### src/rtl/vga_timing_controller_if.sv
// rtl/vga_timing_controller_if.sv - raster timing bundle between the VGA timing controller and the pixel generator
// Ports (master = timing controller, slave = pixel generator):
//   enable       slave->master  request video output, honoured at frame boundaries
//   pixel_tick   master->slave  one-clk pulse every CLK_DIV clocks
//   x, y         master->slave  current pixel column / line
//   hsync, vsync master->slave  active-low sync pulses
//   active       master->slave  visible-area flag
//   line_start   master->slave  one-clk pulse when x is loaded with 0
//   frame_start  master->slave  one-clk pulse when (x,y) is loaded with (0,0)
//   running      master->slave  controller is in RUN or DRAIN
interface vga_timing_controller_if;
    logic       enable;
    logic       pixel_tick;
    logic [9:0] x;
    logic [9:0] y;
    logic       hsync;
    logic       vsync;
    logic       active;
    logic       line_start;
    logic       frame_start;
    logic       running;

    modport master (
        input  enable,
        output pixel_tick, x, y, hsync, vsync, active, line_start, frame_start, running
    );

    modport slave (
        output enable,
        input  pixel_tick, x, y, hsync, vsync, active, line_start, frame_start, running
    );
endinterface

### src/rtl/vga_timing_controller.sv
// rtl/vga_timing_controller.sv - 640x480@60 VGA raster sequencer with frame-boundary start/stop
// Ports:
//   clk    system clock, all logic on rising edge
//   rst_n  asynchronous active-low reset
//   vga    timing bundle (master side): enable in; pixel_tick, x, y, hsync, vsync,
//          active, line_start, frame_start, running out
module vga_timing_controller #(
    parameter int CLK_DIV  = 4,
    parameter int H_ACTIVE = 640,
    parameter int H_FP     = 16,
    parameter int H_SYNC   = 96,
    parameter int H_BP     = 48,
    parameter int V_ACTIVE = 480,
    parameter int V_FP     = 10,
    parameter int V_SYNC   = 2,
    parameter int V_BP     = 33
) (
    input  logic                          clk,
    input  logic                          rst_n,
    vga_timing_controller_if.master       vga
);
    localparam int H_TOTAL = H_ACTIVE + H_FP + H_SYNC + H_BP;
    localparam int V_TOTAL = V_ACTIVE + V_FP + V_SYNC + V_BP;
    localparam int DW      = $clog2(CLK_DIV);

    localparam logic [DW-1:0] DIV_LAST = DW'(CLK_DIV - 1);
    localparam logic [9:0] H_LAST   = 10'(H_TOTAL - 1);
    localparam logic [9:0] V_LAST   = 10'(V_TOTAL - 1);
    localparam logic [9:0] H_ACT    = 10'(H_ACTIVE);
    localparam logic [9:0] V_ACT    = 10'(V_ACTIVE);
    localparam logic [9:0] HS_BEG   = 10'(H_ACTIVE + H_FP);
    localparam logic [9:0] HS_END   = 10'(H_ACTIVE + H_FP + H_SYNC);
    localparam logic [9:0] VS_BEG   = 10'(V_ACTIVE + V_FP);
    localparam logic [9:0] VS_END   = 10'(V_ACTIVE + V_FP + V_SYNC);

    typedef enum logic [1:0] {
        ST_IDLE,
        ST_RUN,
        ST_DRAIN
    } state_e;

    state_e        state_q, state_d;
    logic [DW-1:0] div_q, div_d;
    logic [9:0]    x_q, x_d;
    logic [9:0]    y_q, y_d;
    logic          hsync_q, hsync_d;
    logic          vsync_q, vsync_d;
    logic          active_q, active_d;
    logic          line_start_q, line_start_d;
    logic          frame_start_q, frame_start_d;

    logic          tick;
    logic          wrap_line;
    logic          wrap_frame;
    logic [9:0]    x_nxt;
    logic [9:0]    y_nxt;

    // Free-running divider and the raster position one tick ahead.
    always_comb begin
        tick       = (div_q == DIV_LAST);
        div_d      = tick ? '0 : div_q + 1'b1;
        wrap_line  = (x_q == H_LAST);
        wrap_frame = wrap_line && (y_q == V_LAST);
        x_nxt      = wrap_line ? 10'd0 : x_q + 10'd1;
        y_nxt      = y_q;
        if (wrap_line) begin
            y_nxt = (y_q == V_LAST) ? 10'd0 : y_q + 10'd1;
        end
    end

    // Next state and registered outputs. All decode is taken from the values
    // being loaded (x_d/y_d) so sync, active and strobes line up with x/y.
    always_comb begin
        state_d       = state_q;
        x_d           = x_q;
        y_d           = y_q;
        hsync_d       = hsync_q;
        vsync_d       = vsync_q;
        active_d      = active_q;
        line_start_d  = 1'b0;
        frame_start_d = 1'b0;

        if (tick) begin
            case (state_q)
                ST_IDLE:  if (vga.enable) state_d = ST_RUN;
                ST_RUN:   if (!vga.enable) state_d = ST_DRAIN;
                ST_DRAIN: begin
                    if (vga.enable) begin
                        state_d = ST_RUN;
                    end else if (wrap_frame) begin
                        state_d = ST_IDLE;
                    end
                end
                default:  state_d = ST_IDLE;
            endcase

            if (state_d == ST_IDLE) begin
                // Parked: blanked, syncs deasserted, no strobes on the stop wrap.
                x_d      = 10'd0;
                y_d      = 10'd0;
                hsync_d  = 1'b1;
                vsync_d  = 1'b1;
                active_d = 1'b0;
            end else begin
                if (state_q == ST_IDLE) begin
                    // Start edge keeps (0,0) so pixel 0 gets a full tick period.
                    x_d = 10'd0;
                    y_d = 10'd0;
                end else begin
                    x_d = x_nxt;
                    y_d = y_nxt;
                end
                hsync_d       = !((x_d >= HS_BEG) && (x_d < HS_END));
                vsync_d       = !((y_d >= VS_BEG) && (y_d < VS_END));
                active_d      = (x_d < H_ACT) && (y_d < V_ACT);
                line_start_d  = (x_d == 10'd0);
                frame_start_d = (x_d == 10'd0) && (y_d == 10'd0);
            end
        end
    end

    always_ff @(posedge clk or negedge rst_n) begin
        if (!rst_n) begin
            state_q       <= ST_IDLE;
            div_q         <= '0;
            x_q           <= 10'd0;
            y_q           <= 10'd0;
            hsync_q       <= 1'b1;
            vsync_q       <= 1'b1;
            active_q      <= 1'b0;
            line_start_q  <= 1'b0;
            frame_start_q <= 1'b0;
        end else begin
            state_q       <= state_d;
            div_q         <= div_d;
            x_q           <= x_d;
            y_q           <= y_d;
            hsync_q       <= hsync_d;
            vsync_q       <= vsync_d;
            active_q      <= active_d;
            line_start_q  <= line_start_d;
            frame_start_q <= frame_start_d;
        end
    end

    assign vga.pixel_tick  = tick;
    assign vga.x           = x_q;
    assign vga.y           = y_q;
    assign vga.hsync       = hsync_q;
    assign vga.vsync       = vsync_q;
    assign vga.active      = active_q;
    assign vga.line_start  = line_start_q;
    assign vga.frame_start = frame_start_q;
    assign vga.running     = (state_q != ST_IDLE);
endmodule

### src/flat_wrapper.sv
// flat-port wrapper written by rule: the top's interface ports become plain ports
module vga_timing_controller_flat 
#(
    parameter int CLK_DIV  = 4,
    parameter int H_ACTIVE = 640,
    parameter int H_FP     = 16,
    parameter int H_SYNC   = 96,
    parameter int H_BP     = 48,
    parameter int V_ACTIVE = 480,
    parameter int V_FP     = 10,
    parameter int V_SYNC   = 2,
    parameter int V_BP     = 33
)
  (clk, rst_n, vga_enable, vga_pixel_tick, vga_x, vga_y, vga_hsync, vga_vsync, vga_active, vga_line_start, vga_frame_start, vga_running);
  vga_timing_controller_if vga_i ();
  input  logic clk;
  input  logic rst_n;
  input wire logic [$bits(vga_i.enable)-1:0] vga_enable;
  output wire logic [$bits(vga_i.pixel_tick)-1:0] vga_pixel_tick;
  output wire logic [$bits(vga_i.x)-1:0] vga_x;
  output wire logic [$bits(vga_i.y)-1:0] vga_y;
  output wire logic [$bits(vga_i.hsync)-1:0] vga_hsync;
  output wire logic [$bits(vga_i.vsync)-1:0] vga_vsync;
  output wire logic [$bits(vga_i.active)-1:0] vga_active;
  output wire logic [$bits(vga_i.line_start)-1:0] vga_line_start;
  output wire logic [$bits(vga_i.frame_start)-1:0] vga_frame_start;
  output wire logic [$bits(vga_i.running)-1:0] vga_running;
  assign vga_i.enable = vga_enable;
  assign vga_pixel_tick = vga_i.pixel_tick;
  assign vga_x = vga_i.x;
  assign vga_y = vga_i.y;
  assign vga_hsync = vga_i.hsync;
  assign vga_vsync = vga_i.vsync;
  assign vga_active = vga_i.active;
  assign vga_line_start = vga_i.line_start;
  assign vga_frame_start = vga_i.frame_start;
  assign vga_running = vga_i.running;
  vga_timing_controller #(.CLK_DIV(CLK_DIV), .H_ACTIVE(H_ACTIVE), .H_FP(H_FP), .H_SYNC(H_SYNC), .H_BP(H_BP), .V_ACTIVE(V_ACTIVE), .V_FP(V_FP), .V_SYNC(V_SYNC), .V_BP(V_BP)) u_core (.clk(clk), .rst_n(rst_n), .vga(vga_i));
endmodule
### config.mk
export PLATFORM = sky130hd
export DESIGN_NAME = vga_timing_controller_flat
export DESIGN_NICKNAME = d
export VERILOG_FILES = /design/src/rtl/vga_timing_controller_if.sv /design/src/rtl/vga_timing_controller.sv /design/src/flat_wrapper.sv
export SDC_FILE = /design/constraint.sdc
export NUM_CORES = 1
export LEC_CHECK = 0
export ABC_AREA = 1
export BUFFER_PORTS_ARGS = -buffer_cell sky130_fd_sc_hd__buf_2
export CORE_MARGIN = 2
export CORE_UTILIZATION = 51
export DETAILED_ROUTE_END_ITERATION = 8
export PLACE_DENSITY = 0.76
export SLEW_MARGIN = 40
export SYNTH_ARGS = -nofsm -noshare
export SYNTH_HDL_FRONTEND = slang
export SYNTH_SLANG_ARGS = --single-unit
### constraint.sdc
create_clock -name clk -period 1.97 [get_ports clk]
set_clock_uncertainty 0.15 [all_clocks]
set_input_delay 0 -clock clk [delete_from_list [all_inputs] [get_ports clk]]
set_output_delay 0 -clock clk [all_outputs]
set_load 0.05 [all_outputs]
# Yosys cells after proc, flatten, opt, wreduce, memory -nomap -nowiden
# Cells that the tools add are included.
[word_totals] ff_bits=29 in_bits=3 word_cells=60 output_inout_bits=27
[classes] n_addsub=3 n_mux=25 n_lt_le_gt_ge=6 n_reduce_logical=12 eq_ne=5
[op_table] cell="two-way mux 10 bit" n=11
[op_table] cell="adder 10 x 1 -> 10 bit (second input constant)" n=2
[op_table] cell="equality test 10 bit (second input constant)" n=2
[op_table] cell="zero test 10 bit" n=2
[op_table] cell="< comparator 10 bit (second input constant)" n=2
[op_table] cell="< comparator 10 x 9 -> 1 bit (second input constant)" n=2
[op_table] cell="two-way mux 2 bit" n=6
[op_table] cell=">= comparator 10 bit (second input constant)" n=1
[op_table] cell=">= comparator 10 x 9 -> 1 bit (second input constant)" n=1
[op_table] cell="two-way mux 1 bit" n=7
[op_table] cell="case mux 2 bit (3 select lines)" n=1
[op_table] cell="logical AND 1 bit" n=5
[op_table] cell="equality test 2 bit (second input constant)" n=2
[op_table] cell="zero test 2 bit" n=2
[op_table] cell="adder 2 x 1 -> 2 bit (second input constant)" n=1
[op_table] cell="equality test 2 x 1 -> 1 bit (second input constant)" n=1
[op_table] cell="zero test 1 bit" n=2
[op_table] cell="nonzero test 2 bit" n=1

# Logic depth before layout (Yosys ltp)
[depth] word_depth=13 depth_mapped=13 ltp_nobuf=13

# Worst setup path before layout
# OpenSTA, ideal clock, no wires.
[synth_path] kind="register -> register" start="reg u_core.x_q[1] (netlist: u_core.vga.x[1])" end="reg u_core.x_q[0] (netlist: u_core.vga.x[0])" required_ps=1680 arrival_ps=1955 path_buffers=1 stages_incl_launch_ff=12 path_slack_ps=-275 synth_period_minus_slack_ps=2245 setup_time_ps=140 cell_sequence="dfrtp_1 ha_1 nand2_2 nor2_8 inv_2 nor2_8 nand3_2 nand2_2 nand2_2 nand2_4 buf_12 o22ai_2"
[synth_between] elab_chain_len=8 elab_cells_between_ends=12 classes_between="1 x eq/ne; 9 x mux; 2 x reduce/logical"
[synth_lines] element="start, declared" line_no="vga_timing_controller.sv:44" text="logic [9:0] x_q, x_d;"
[synth_lines] element="start signal, assigned" line_no="vga_timing_controller.sv:126" text="x_q <= 10'd0;"
[synth_lines] element="start signal, assigned" line_no="vga_timing_controller.sv:136" text="x_q <= x_d;"
[synth_lines] element="equality test 10 bit *" line_no="vga_timing_controller.sv:62" text="wrap_line = (x_q == H_LAST);"
[synth_lines] element="logical AND 1 bit" line_no="vga_timing_controller.sv:63" text="wrap_frame = wrap_line && (y_q == V_LAST);"
[synth_lines] element="two-way mux 2 bit" line_no="vga_timing_controller.sv:90" text="end else if (wrap_frame) begin"
[synth_lines] element="two-way mux 2 bit" line_no="vga_timing_controller.sv:88" text="if (vga.enable) begin"
[synth_lines] element="case mux 2 bit (3 select lines)" line_no="vga_timing_controller.sv:84" text="case (state_q)"
[synth_lines] element="two-way mux 2 bit" line_no="vga_timing_controller.sv:83" text="if (tick) begin"
[synth_lines] element="zero test 2 bit" line_no="vga_timing_controller.sv:97" text="if (state_d == ST_IDLE) begin"
[synth_lines] element="two-way mux 10 bit *" line_no="vga_timing_controller.sv:97"
# Every way passes the cells marked *; elsewhere a longest branch is shown, timed or not. The select of a mux whose other input is x is not followed.
# A chain may end at the register's enable or synchronous reset.

# Worst setup path after layout
[layout_path] start="reg u_core.x_q[0] (netlist: u_core.vga.x[0])" end="reg u_core.vsync_q (netlist: u_core.vga.vsync)"
[layout_between] elab_chain_len=9 elab_cells_between_ends=16 classes_between="2 x order compare; 1 x eq/ne; 9 x mux; 4 x reduce/logical"
[layout_lines] element="equality test 10 bit *" line_no="vga_timing_controller.sv:62"
[layout_lines] element="two-way mux 10 bit" line_no="vga_timing_controller.sv:66" text="if (wrap_line) begin"
[layout_lines] element="two-way mux 10 bit" line_no="vga_timing_controller.sv:105" text="if (state_q == ST_IDLE) begin"
[layout_lines] element="two-way mux 10 bit" line_no="vga_timing_controller.sv:97"
[layout_lines] element="two-way mux 10 bit" line_no="vga_timing_controller.sv:83"
[layout_lines] element=">= comparator 10 x 9 -> 1 bit or < comparator 10 x 9 -> 1 bit (tied branches)" line_no="vga_timing_controller.sv:114" text="vsync_d = !((y_d >= VS_BEG) && (y_d < VS_END));"
[layout_lines] element="logical AND 1 bit" line_no="vga_timing_controller.sv:114"
[layout_lines] element="zero test 1 bit" line_no="vga_timing_controller.sv:114"
[layout_lines] element="two-way mux 1 bit *" line_no="vga_timing_controller.sv:97"
[layout_lines] element="end signal, assigned" line_no="vga_timing_controller.sv:139" text="vsync_q <= vsync_d;"
[layout_lines] element="end, declared" line_no="vga_timing_controller.sv:47" text="logic vsync_q, vsync_d;"
# Marked as above.

==> run metrics <==
vias in the first global route ~1800; post-synth top area share 34.01%; grt ovf 0; worst-skew pair later-pin latency 280 ps; antenna viol nets, final 0; die area roughly 0.0044 mm^2; RR Endpoint u_core.vga.vsync$_DFFE_PN1P_; Post-Syn Area per Cell ~7.3 um^2; Num CTS Buffers 5; R2R depth 11; I/O Buffers 29; layout cells sized above 1 between 40% and 50%; setup ws final -36.96 ps; Clock Sinks 29; Critical Path Sink u_core.vga.vsync$_DFFE_PN1P_; Synth Register Bits 29; drt initial violations between 300 and 400; CTS tree done; initial antenna violation count 0; Worst Hold Class input pin to asynchronous set/reset pin; vias about 2300; Avg WL per Cell approximately 17 um; CP Class flop to flop; # rows 22; Worst-path clk slew 70 ps; failing checks setup timing; Post-Synthesis Cells 273; largest cells by area after synthesis dfrtp_1, nand2_1, nand3_1; DIE WIDTH around 66 um; Starting Density between 50% and 60%; number of distinct library cells after synthesis 28; max-cap viol count 0; largest net degree at the start of global routing 30; DP Area between 0.002 and 0.0025 mm^2; final setup fails 12; Routed WL 6.425 mm; Final period util 101.9%; drt pass-1 iters 5; final hold viol count 0; Core Box Area approximately 0.0037 mm^2; status finished, violations left; Die Ht around 66 um; Post-Place Setup Slack -9.195 ps; Post-Syn Area between 0.0015 and 0.002 mm^2; Slew HR between 50% and 60%; fin crit period roughly 2000 ps; VDD IR max about 0.34 mV; GP Congestion roughly 0.93; first-pass GRT wire length 8.307 mm; CP Data Required Time between 2000 and 2500 ps; Residual DRC 0; P_leak around 1.4 nW; Slew Limit Fails 0; RSZ-0062 raised after global routing yes; area grow syn2layout 41.06%; Worst-Margin Slew about 670 ps; I/O pin count 30; Net Count, Synth between 200 and 300; PwrDens roughly 480 mW/mm^2; Max Freq roughly 500 MHz; reg2reg start u_core.vga.x[0]$_DFFE_PN0P_; vias per inst approximately 5.9; Crit path arrival time between 2000 and 2500 ps; CP Max Fanout 8; crit start category flop; H-tree levels 2; Ys Warns 0; Clock Tree Root clkbuf_8; CP endpoint kind flop; Yosys top cell by area dfrtp_1; final instance area ~0.0028 mm^2; Diodes inserted 0; all-layer global routing usage between 20 and 25%; DP HPWL between 3 and 4 mm; CTS max path bufs 2; layout net count 346; worst reg2reg setup slack -40 ps; CP startpoint u_core.vga.x[0]$_DFFE_PN0P_; sequential share of the synthesized area a little over a third
[worst min-delay path by stage]
stage / from / to / slack (ps) / depth (start not counted)
2_1_floorplan: rst_n / u_core.div_q[0]$_DFF_PN0_ / -450 / 0
3_3_place_gp: rst_n / u_core.vga.x[5]$_DFFE_PN0P_ / -90 / 1
3_5_place_dp: rst_n / u_core.vga.x[3]$_DFFE_PN0P_ / -80 / 1
4_1_cts: rst_n / u_core.vga.x[1]$_DFFE_PN0P_ / 150 / 2
5_1_grt: rst_n / u_core.vga.x[0]$_DFFE_PN0P_ / 200 / 2
6_report: rst_n / u_core.vga.x[1]$_DFFE_PN0P_ / 140 / 2
[Yosys cell counts (all sizes together)]
master / instances
nand2: 79
nor2: 41
inv: 34
nand3: 32
dfrtp: 27
o22ai: 16
o21ai: 13
nand4: 6
ha: 4
xor2: 4
buf: 3
a21oi: 2
clkbuf: 2
dfstp: 2
nand3b: 2
nor3: 2
a21boi: 1
and2: 1
clkinv: 1
nor2b: 1
[metrics by stage]
step | std cells | setup TNS [ps] | util, % | hold WS, ps | power (mW)
after floorplan | 273 | 0 | - | -445.6 | 0.7314
after global placement | 365 | 0 | 63.54 | -89.48 | 0.7757
after detailed placement | 365 | -20.23 | 63.54 | -81.16 | 0.7784
after CTS | 375 | 0 | 67.21 | 149.9 | 1.327
after global routing | 388 | -1612 | 75.42 | 199.2 | 1.395
final | 388 | -200.1 | 75.42 | 135.2 | 1.354
[registers in the layout, summed over array words and instances, names as in the netlist]
register / count
u_core.vga.hsync: 1
u_core.vga.frame_start: 1
u_core.vga.line_start: 1
u_core.vga.x: 10
u_core.vga.vsync: 1
u_core.state_q: 2
u_core.div_q: 2
u_core.vga.active: 1
u_core.vga.y: 10
[area by class of cell]
class | instances | area [um^2]
well taps | 48 | 60.06
fillers | 261 | 913.4
repair buffers | 63 | 447.9
multi-input cells | 205 | 1314
clock buffers | 7 | 96.34
clock inverters | 1 | 5.005
flip-flops and latches | 29 | 740.7
inverters | 35 | 138.9
[where the power goes]
group / total (mW) / switching (mW) / leakage [nW] / internal, mW
clock network: 0.554 / 0.239 / 0.0542 / 0.315
logic: 0.179 / 0.122 / 0.988 / 0.0562
registers: 0.621 / 0.0124 / 0.371 / 0.609
[critical path, cell delays in order (launching register included)]
cell     delay [ps]
dfrtp_2         440
ha_4            180
nand2_4         110
nor2_8           70
nand2_4         120
nand2_2         100
nand2_4         150
nand3_2         140
nor2_1          170
nand3_1         120
nor2_2          130
nor2_1           50
[cell usage in the layout, fill, tap and decap left out, drive strengths merged]
cell,instances
nand4,6
dlygate4sd3,2
nand2,79
dfrtp,27
buf,60
nor2b,1
nor2,42
nand3,32
xor2,4
clkbuf,8
and2,1
inv,34
dfstp,2
o21ai,13
o22ai,16
a21oi,2
nor3,2
nand3b,2
clkinv,2
a21boi,1
ha,4
[metal layers]
metal	up-vias	share of wire, %	global-route usage (%)
li1	1028	-	-
met1	1059	40	34.73
met2	153	48	38.88
met3	36	8.7	5.111
met4	0	4.0	6.888
met5	-	0	0
[what timing repair did]
| item | 4_1_cts | 5_1_grt |
|---|---|---|
| endpoints found under the hold margin | 30 | 0 |
| cloned | 0 | 2 |
| setup buffers | 0 | 11 |
| resized for setup | 4 | 46 |
| endpoints found under the setup margin | 19 | 20 |
| pin swaps | 0 | 12 |
| hold buffers | 2 | 0 |
[cell families after synthesis]
| logic type | after synthesis | synth area share (%) |
|---|---|---|
| flip-flops | 29 | 36.65 |
| AND/OR/NAND/NOR | 164 | 38.16 |
| adder cells (fa/ha/maj) | 4 | 2.519 |
| AO/OA/AOI/OAI | 32 | 12.53 |
| XOR/XNOR | 4 | 1.763 |
| buffers and inverters | 40 | 8.375 |
(Power assumes the default switching activity.)
